==> config.mk <==
export PLATFORM = sky130hd
export DESIGN_NAME = pipe_barrel_shifter_flat
export DESIGN_NICKNAME = d
export VERILOG_FILES = /design/src/rtl/pipe_barrel_shifter_pkg.sv /design/src/rtl/pipe_barrel_shifter_if.sv /design/src/rtl/pipe_barrel_shifter_bsh_stage.sv /design/src/rtl/pipe_barrel_shifter.sv /design/src/flat_wrapper.sv
export SDC_FILE = /design/constraint.sdc
export NUM_CORES = 1
export LEC_CHECK = 0
export ABC_AREA = 1
export BUFFER_PORTS_ARGS = -buffer_cell sky130_fd_sc_hd__buf_2
export CORE_AREA = 3 3 166 168
export CTS_CLUSTER_DIAMETER = 120
export DETAILED_ROUTE_END_ITERATION = 10
export DIE_AREA = 0 0 169 171
export MAX_ROUTING_LAYER = met4
export SKIP_LAST_GASP = 1
export SYNTH_ARGS = -nofsm -noshare
export SYNTH_HDL_FRONTEND = slang
export SYNTH_SLANG_ARGS = --single-unit
==> constraint.sdc <==
create_clock -name clk -period 2 [get_ports clk]
set_input_delay 0.4 -clock clk [delete_from_list [all_inputs] [get_ports clk]]
set_output_delay 0.4 -clock clk [all_outputs]
set_load 0.1 [all_outputs]
==> src/rtl/pipe_barrel_shifter_pkg.sv <==
// Shared definitions for the pipelined barrel shifter.
//   BSH_D_WIDTH / BSH_TAG_WIDTH : default data and tag widths
//   bsh_mode_e                  : operation encodings (SLL, SRL, SRA, ROR)
//   amt_lo()                    : first shift-amount bit resolved by a stage
// Optional feature macro BSH_ROTATE_EN (used by the datapath) is left
// undefined by default; MODE=ROR then behaves as SRL.
package pipe_barrel_shifter_pkg;

   localparam int BSH_D_WIDTH   = 32;
   localparam int BSH_TAG_WIDTH = 5;

   typedef enum logic [1:0] {
      BSH_SLL = 2'b00,
      BSH_SRL = 2'b01,
      BSH_SRA = 2'b10,
      BSH_ROR = 2'b11
   } bsh_mode_e;

   // Amount bit i belongs to stage floor(i*stages/aw); the lowest bit owned by
   // stage s is therefore ceil(s*aw/stages).
   function automatic int amt_lo(input int s, input int stages, input int aw);
      return (s * aw + stages - 1) / stages;
   endfunction

endpackage

==> src/rtl/pipe_barrel_shifter_if.sv <==
// Handshake bundle for pipe_barrel_shifter.
//   master : issue side (drives operation, consumes result)
//   slave  : the shifter itself
// Signals: in_valid/in_ready, mode, sh_amt, d_in, tag_in,
//          out_valid/out_ready, d_out, tag_out.
interface pipe_barrel_shifter_if #(
   parameter int D_WIDTH   = 32,
   parameter int TAG_WIDTH = 5
);
   localparam int AW = $clog2(D_WIDTH);

   logic                 in_valid;
   logic                 in_ready;
   logic [1:0]           mode;
   logic [AW-1:0]        sh_amt;
   logic [D_WIDTH-1:0]   d_in;
   logic [TAG_WIDTH-1:0] tag_in;
   logic                 out_valid;
   logic                 out_ready;
   logic [D_WIDTH-1:0]   d_out;
   logic [TAG_WIDTH-1:0] tag_out;

   modport master (
      output in_valid, mode, sh_amt, d_in, tag_in, out_ready,
      input  in_ready, out_valid, d_out, tag_out
   );

   modport slave (
      input  in_valid, mode, sh_amt, d_in, tag_in, out_ready,
      output in_ready, out_valid, d_out, tag_out
   );
endinterface

==> src/rtl/pipe_barrel_shifter_bsh_stage.sv <==
// One pipeline stage of the barrel shifter.
// Resolves amount bits AMT_LO..AMT_HI combinationally on the incoming partial
// result, then registers valid, mode, amount, data, tag and sign when adv=1.
// Ports:
//   clk, rst_n         clock, async active-low reset
//   adv                global advance; stage holds when low
//   in_*  / out_*      valid, mode, amount, data, tag, sign (previous / this stage)
// Macro BSH_ROTATE_EN: when defined, ROR rotates; otherwise ROR acts as SRL.
module bsh_stage
   import pipe_barrel_shifter_pkg::*;
#(
   parameter int D_WIDTH   = BSH_D_WIDTH,
   parameter int TAG_WIDTH = BSH_TAG_WIDTH,
   parameter int AMT_LO    = 0,
   parameter int AMT_HI    = 0
) (
   input  logic                       clk,
   input  logic                       rst_n,
   input  logic                       adv,
   input  logic                       in_valid,
   input  bsh_mode_e                  in_mode,
   input  logic [$clog2(D_WIDTH)-1:0] in_amt,
   input  logic [D_WIDTH-1:0]         in_data,
   input  logic [TAG_WIDTH-1:0]       in_tag,
   input  logic                       in_sign,
   output logic                       out_valid,
   output bsh_mode_e                  out_mode,
   output logic [$clog2(D_WIDTH)-1:0] out_amt,
   output logic [D_WIDTH-1:0]         out_data,
   output logic [TAG_WIDTH-1:0]       out_tag,
   output logic                       out_sign
);

   logic [D_WIDTH-1:0] data_nxt;

   // Each set amount bit i contributes a shift of 2**i; composing them in
   // sequence gives the full shift. SRA fills from the sign captured at
   // stage 0, never from the partial data.
   always_comb begin
      data_nxt = in_data;
      for (int i = AMT_LO; i <= AMT_HI; i++) begin
         if (in_amt[i]) begin
            case (in_mode)
               BSH_SLL: data_nxt = data_nxt << (1 << i);
               BSH_SRA: data_nxt = (data_nxt >> (1 << i)) |
                                   (in_sign ? ~({D_WIDTH{1'b1}} >> (1 << i)) : '0);
`ifdef BSH_ROTATE_EN
               BSH_ROR: data_nxt = (data_nxt >> (1 << i)) |
                                   (data_nxt << (D_WIDTH - (1 << i)));
`endif
               default: data_nxt = data_nxt >> (1 << i);
            endcase
         end
      end
   end

   // The full amount is carried; later stages only look at their own bits.
   always_ff @(posedge clk or negedge rst_n) begin
      if (!rst_n) begin
         out_valid <= 1'b0;
         out_mode  <= BSH_SLL;
         out_amt   <= '0;
         out_data  <= '0;
         out_tag   <= '0;
         out_sign  <= 1'b0;
      end else if (adv) begin
         out_valid <= in_valid;
         out_mode  <= in_mode;
         out_amt   <= in_amt;
         out_data  <= data_nxt;
         out_tag   <= in_tag;
         out_sign  <= in_sign;
      end
   end

endmodule

==> src/rtl/pipe_barrel_shifter.sv <==
// Pipelined barrel shifter (SLL / SRL / SRA / optional ROR) with tag sideband.
// Latency is STAGES cycles, throughput one op per cycle; the whole pipe
// advances together when the output is empty or being accepted.
// Ports:
//   clk, rst_n  clock, async active-low reset
//   bus         pipe_barrel_shifter_if.slave (operation in, result out)
// Parameters: D_WIDTH (power of two, >= 8), STAGES (1..log2 D_WIDTH), TAG_WIDTH.
// Macro BSH_ROTATE_EN: enables the rotate datapath for MODE=11.
module pipe_barrel_shifter
   import pipe_barrel_shifter_pkg::*;
#(
   parameter int D_WIDTH   = BSH_D_WIDTH,
   parameter int STAGES    = 2,
   parameter int TAG_WIDTH = BSH_TAG_WIDTH
) (
   input  logic                 clk,
   input  logic                 rst_n,
   pipe_barrel_shifter_if.slave bus
);

   localparam int AW = $clog2(D_WIDTH);

   logic adv;

   // Index 0 is the input side; index s+1 is the register of stage s.
   logic                 vld  [0:STAGES];
   bsh_mode_e            mode [0:STAGES];
   logic [AW-1:0]        amt  [0:STAGES];
   logic [D_WIDTH-1:0]   data [0:STAGES];
   logic [TAG_WIDTH-1:0] tag  [0:STAGES];
   logic                 sgn  [0:STAGES];

   assign adv          = !vld[STAGES] || bus.out_ready;
   assign bus.in_ready = adv;

   assign vld[0]  = bus.in_valid && adv;
   assign mode[0] = bsh_mode_e'(bus.mode);
   assign amt[0]  = bus.sh_amt;
   assign data[0] = bus.d_in;
   assign tag[0]  = bus.tag_in;
   assign sgn[0]  = bus.d_in[D_WIDTH-1];

   for (genvar s = 0; s < STAGES; s++) begin : g_stage
      bsh_stage #(
         .D_WIDTH   (D_WIDTH),
         .TAG_WIDTH (TAG_WIDTH),
         .AMT_LO    (amt_lo(s, STAGES, AW)),
         .AMT_HI    (amt_lo(s + 1, STAGES, AW) - 1)
      ) u_stage (
         .clk       (clk),
         .rst_n     (rst_n),
         .adv       (adv),
         .in_valid  (vld[s]),
         .in_mode   (mode[s]),
         .in_amt    (amt[s]),
         .in_data   (data[s]),
         .in_tag    (tag[s]),
         .in_sign   (sgn[s]),
         .out_valid (vld[s+1]),
         .out_mode  (mode[s+1]),
         .out_amt   (amt[s+1]),
         .out_data  (data[s+1]),
         .out_tag   (tag[s+1]),
         .out_sign  (sgn[s+1])
      );
   end

   assign bus.out_valid = vld[STAGES];
   assign bus.d_out     = data[STAGES];
   assign bus.tag_out   = tag[STAGES];

   // Control fields of the last stage have no consumer.
   logic unused_tail;
   assign unused_tail = ^{mode[STAGES], amt[STAGES], sgn[STAGES]};

endmodule

==> src/flat_wrapper.sv <==
// flat-port wrapper written by rule: the top's interface ports become plain ports
module pipe_barrel_shifter_flat import pipe_barrel_shifter_pkg::*;
#(
   parameter int D_WIDTH   = BSH_D_WIDTH,
   parameter int STAGES    = 2,
   parameter int TAG_WIDTH = BSH_TAG_WIDTH
)
  (clk, rst_n, bus_in_valid, bus_mode, bus_sh_amt, bus_d_in, bus_tag_in, bus_out_ready, bus_in_ready, bus_out_valid, bus_d_out, bus_tag_out);
  pipe_barrel_shifter_if #(.D_WIDTH(D_WIDTH), .TAG_WIDTH(TAG_WIDTH)) bus_i ();
  input  logic clk;
  input  logic rst_n;
  input wire logic [$bits(bus_i.in_valid)-1:0] bus_in_valid;
  input wire logic [$bits(bus_i.mode)-1:0] bus_mode;
  input wire logic [$bits(bus_i.sh_amt)-1:0] bus_sh_amt;
  input wire logic [$bits(bus_i.d_in)-1:0] bus_d_in;
  input wire logic [$bits(bus_i.tag_in)-1:0] bus_tag_in;
  input wire logic [$bits(bus_i.out_ready)-1:0] bus_out_ready;
  output wire logic [$bits(bus_i.in_ready)-1:0] bus_in_ready;
  output wire logic [$bits(bus_i.out_valid)-1:0] bus_out_valid;
  output wire logic [$bits(bus_i.d_out)-1:0] bus_d_out;
  output wire logic [$bits(bus_i.tag_out)-1:0] bus_tag_out;
  assign bus_i.in_valid = bus_in_valid;
  assign bus_i.mode = bus_mode;
  assign bus_i.sh_amt = bus_sh_amt;
  assign bus_i.d_in = bus_d_in;
  assign bus_i.tag_in = bus_tag_in;
  assign bus_i.out_ready = bus_out_ready;
  assign bus_in_ready = bus_i.in_ready;
  assign bus_out_valid = bus_i.out_valid;
  assign bus_d_out = bus_i.d_out;
  assign bus_tag_out = bus_i.tag_out;
  pipe_barrel_shifter #(.D_WIDTH(D_WIDTH), .STAGES(STAGES), .TAG_WIDTH(TAG_WIDTH)) u_core (.clk(clk), .rst_n(rst_n), .bus(bus_i));
endmodule
==> results_dict.tcl <==
set metrics [dict create \
    die_h_um 171 \
    drtPass1Iterations 6 \
    hpwl_um 17000 \
    areaGrowthSynthToFinish_pct 13.7 \
    finalSetupViolations 0 \
    htreeDepth 3 \
    finalCritPeriodShare 0.921 \
    portBuffers 86 \
    syn_nets 1063 \
    start_util 0.250 \
    run_status "finished, final reports clean" \
    clock_latency_ns 0.34 \
    track_usage 0.158 \
    numCtsBuffers 9 \
    ys_warn_count 0 \
    nets 1095 \
    hold_buffers 0 \
    ant_nets 0 \
    grt_overflow 0 \
    io_pins 87 \
    drv_cap 0 \
    clock_path_buffers 2 \
    startpoint_type "flip-flop" \
    gp_congestion 0.931 \
    antenna_found_initial 0 \
    skew_ns 0.00821 \
    power.leakage_nw 3.64 \
    clockRootBuffer "clkbuf_16" \
    drive_gt1_frac 0.157 \
    syn_inst 1015 \
    rsz0062_at_grt "false" \
    ys_seq_area_frac 0.311 \
    pre_cts_ws_ns 0.119 \
    die_width_um 169 \
    post_cts_resized 0 \
    place_area_sq_um 7120 \
    fillCellCount 2949 \
    stdcell_area_sq_um 7400 \
    worst-endpoint-arrival_ns 2.06 \
    crit_fanout 8 \
    cp_data_required_time_ns 2.22 \
    syn_area_per_cell_sq_um 6.41 \
    placeableCoreArea_sq_um 26100 \
    synth.distinct_cells 27 \
    ir_drop_mv 0.896 \
    grt_max_degree 51 \
    num_antenna_cells 0 \
    endpoint_kind "flip-flop" \
    tightest_slew_ns 0.814 \
    worst_hold_path_type "input port to asynchronous set/reset pin" \
    grt_pass1_wl_um 36000 \
    cts.sinks 81 \
    post-route-min-period_ns 1.84 \
    synth_seq_cells 81 \
    syn_area_sq_um 6510 \
    post_cts_buffers 0 \
    clk_pin_slew_ns 0.06 \
    dr.first_iter.drc_count 854 \
    wl_um 22200 \
    num_rows 59 \
    slew_headroom 0.455 \
    hold_viol 0 \
    fmax_mhz 543 \
    cts_tree "built" \
    powerDensity_nw_per_um2 1030 \
    path_class "flip-flop to flip-flop" \
    final.setup.worst_slack_ns 0.158 \
    drc 0 \
    grt_pass1_vias 6372 \
    wl_per_cell_um 16.0 \
    avgViaCountPerCell 4.97 \
    via_count 6895 \
    die_area_sq_um 28900 \
    maxSlewViolCount 0 \
    fin_setup_tns_ns 0 \
]
==> Yosys cell counts <==
master | n | area share
buf_1 | 5 | 0.0029
a22o_1 | 4 | 0.0054
buf_6 | 8 | 0.014
nand3b_1 | 2 | 0.0023
o22ai_1 | 8 | 0.0077
nand2_1 | 303 | 0.17
o21ai_0 | 49 | 0.038
o21ai_1 | 6 | 0.0046
dfrtp_1 | 81 | 0.31
a31oi_1 | 7 | 0.0067
o221ai_1 | 2 | 0.0027
nor2_1 | 82 | 0.047
nand2_8 | 1 | 0.0031
nor2_2 | 1 | 0.00096
inv_2 | 5 | 0.0029
nand4_1 | 49 | 0.047
nor2_4 | 4 | 0.0069
buf_2 | 28 | 0.022
clkbuf_1 | 17 | 0.0098
nand3_2 | 18 | 0.028
a21oi_1 | 51 | 0.039
inv_1 | 84 | 0.048
or2_2 | 4 | 0.0038
a22oi_1 | 2 | 0.0023
buf_4 | 37 | 0.043
nand3_1 | 143 | 0.11
o211ai_1 | 14 | 0.016
==> path summary, 6_finish.rpt <==
path / start / end / slack, ns / depth (start not counted)
worst min register to register: u_core.g_stage[0].u_stage.out_valid / u_core.g_stage[1].u_stage.out_valid / 0.44 / 2
worst min-delay path: rst_n / u_core.g_stage[1].u_stage.out_data[18] / 0.03 / 2
min in group clk: bus_tag_in[0] / u_core.g_stage[0].u_stage.out_tag[0] / 0.29 / 3
worst max register to register: u_core.g_stage[0].u_stage.out_mode[1] / u_core.g_stage[1].u_stage.out_data[25] / 0.16 / 8
max in group asynchronous: rst_n / u_core.g_stage[1].u_stage.out_data[25] / 1.56 / 2
worst max-delay path: u_core.g_stage[0].u_stage.out_mode[1] / u_core.g_stage[1].u_stage.out_data[25] / 0.16 / 8
==> power breakdown <==
part / switching (mW) / internal (mW) / total (mW)
registers: 0.264 / 2.01 / 2.27
logic: 3.01 / 0.792 / 3.80
clock network: 0.624 / 0.908 / 1.53
==> sequential cells by signal (all words and copies together), names as in the netlist <==
signal,count
u_core.g_stage.u_stage.out_sign,1
u_core.g_stage.u_stage.out_amt,2
u_core.g_stage.u_stage.out_tag,10
u_core.g_stage.u_stage.out_data,64
u_core.g_stage.u_stage.out_valid,2
u_core.g_stage.u_stage.out_mode,2
==> stage by stage <==
stage          utilization  instances  total power, mW  hold slack [ns]
2_1_floorplan            -       1015             5.48            0.104
3_3_place_gp         0.273       1371             6.09            0.399
3_5_place_dp         0.273       1371             6.10            0.407
4_1_cts              0.284       1387             7.67           0.0429
5_1_grt              0.284       1387             8.07           0.0445
6_report             0.284       1387             7.61           0.0333
==> cells by family (layout without fill, tap and decap cells) <==
family,Yosys count,count (layout),share of synthesized area
flip-flops,81,81,0.311
AND/OR/NAND/NOR,607,607,0.424
AO/OA/AOI/OAI,143,143,0.122
buffers and inverters,184,221,0.142
==> placed cells by master, fill, tap and decap left out <==
| cell | instances |
|---|---|
| clkbuf_16 | 9 |
| a22oi_1 | 2 |
| o211ai_1 | 14 |
| a21oi_1 | 51 |
| nand3_2 | 18 |
| nor2_2 | 2 |
| dfrtp_2 | 1 |
| o21ai_0 | 49 |
| nand3_1 | 143 |
| o221ai_1 | 2 |
| inv_2 | 5 |
| buf_2 | 84 |
| a22o_1 | 4 |
| nand3b_1 | 2 |
| clkinv_2 | 1 |
| clkinvlp_4 | 1 |
| nor2_1 | 80 |
| or2_2 | 4 |
| inv_1 | 84 |
| nand2_8 | 1 |
| nand2_1 | 303 |
| buf_4 | 23 |
| o22ai_1 | 8 |
| dfrtp_1 | 80 |
| nand4_1 | 49 |
| clkbuf_8 | 2 |
| buf_12 | 9 |
| nor2_4 | 5 |
| o21ai_1 | 6 |
| a31oi_1 | 7 |
| clkbuf_1 | 3 |
==> worst max-delay path, stage by stage (launching register included) <==
cell and delay, ns:
dfrtp_1 0.41, nand2_1 0.07, nor2_1 0.06, nor2_1 0.51, a21oi_1 0.19, nand2_1 0.11, nand2_1 0.05, a21oi_1 0.22
nor2_1 0.07
==> routing by layer <==
layer,global-route usage,vias to the layer above,wire [um]
met2,0.226,284,9250
met4,0.0378,0,392
met3,0.0185,27,1530
met5,-,-,0
met1,0.237,3188,11000
li1,-,3396,-
==> area by class of cell <==
class | count | area, sq um | area share
multi-input cells | 750 | 3570 | 0.482
flip-flops and latches | 81 | 2030 | 0.274
repair buffers | 116 | 773 | 0.105
well taps | 335 | 419 | 0.0567
inverters | 89 | 334 | 0.0452
clock buffers | 14 | 264 | 0.0357
clock inverters | 2 | 12.5 | 0.00169
Note: power is estimated with default switching activity, not from simulation.
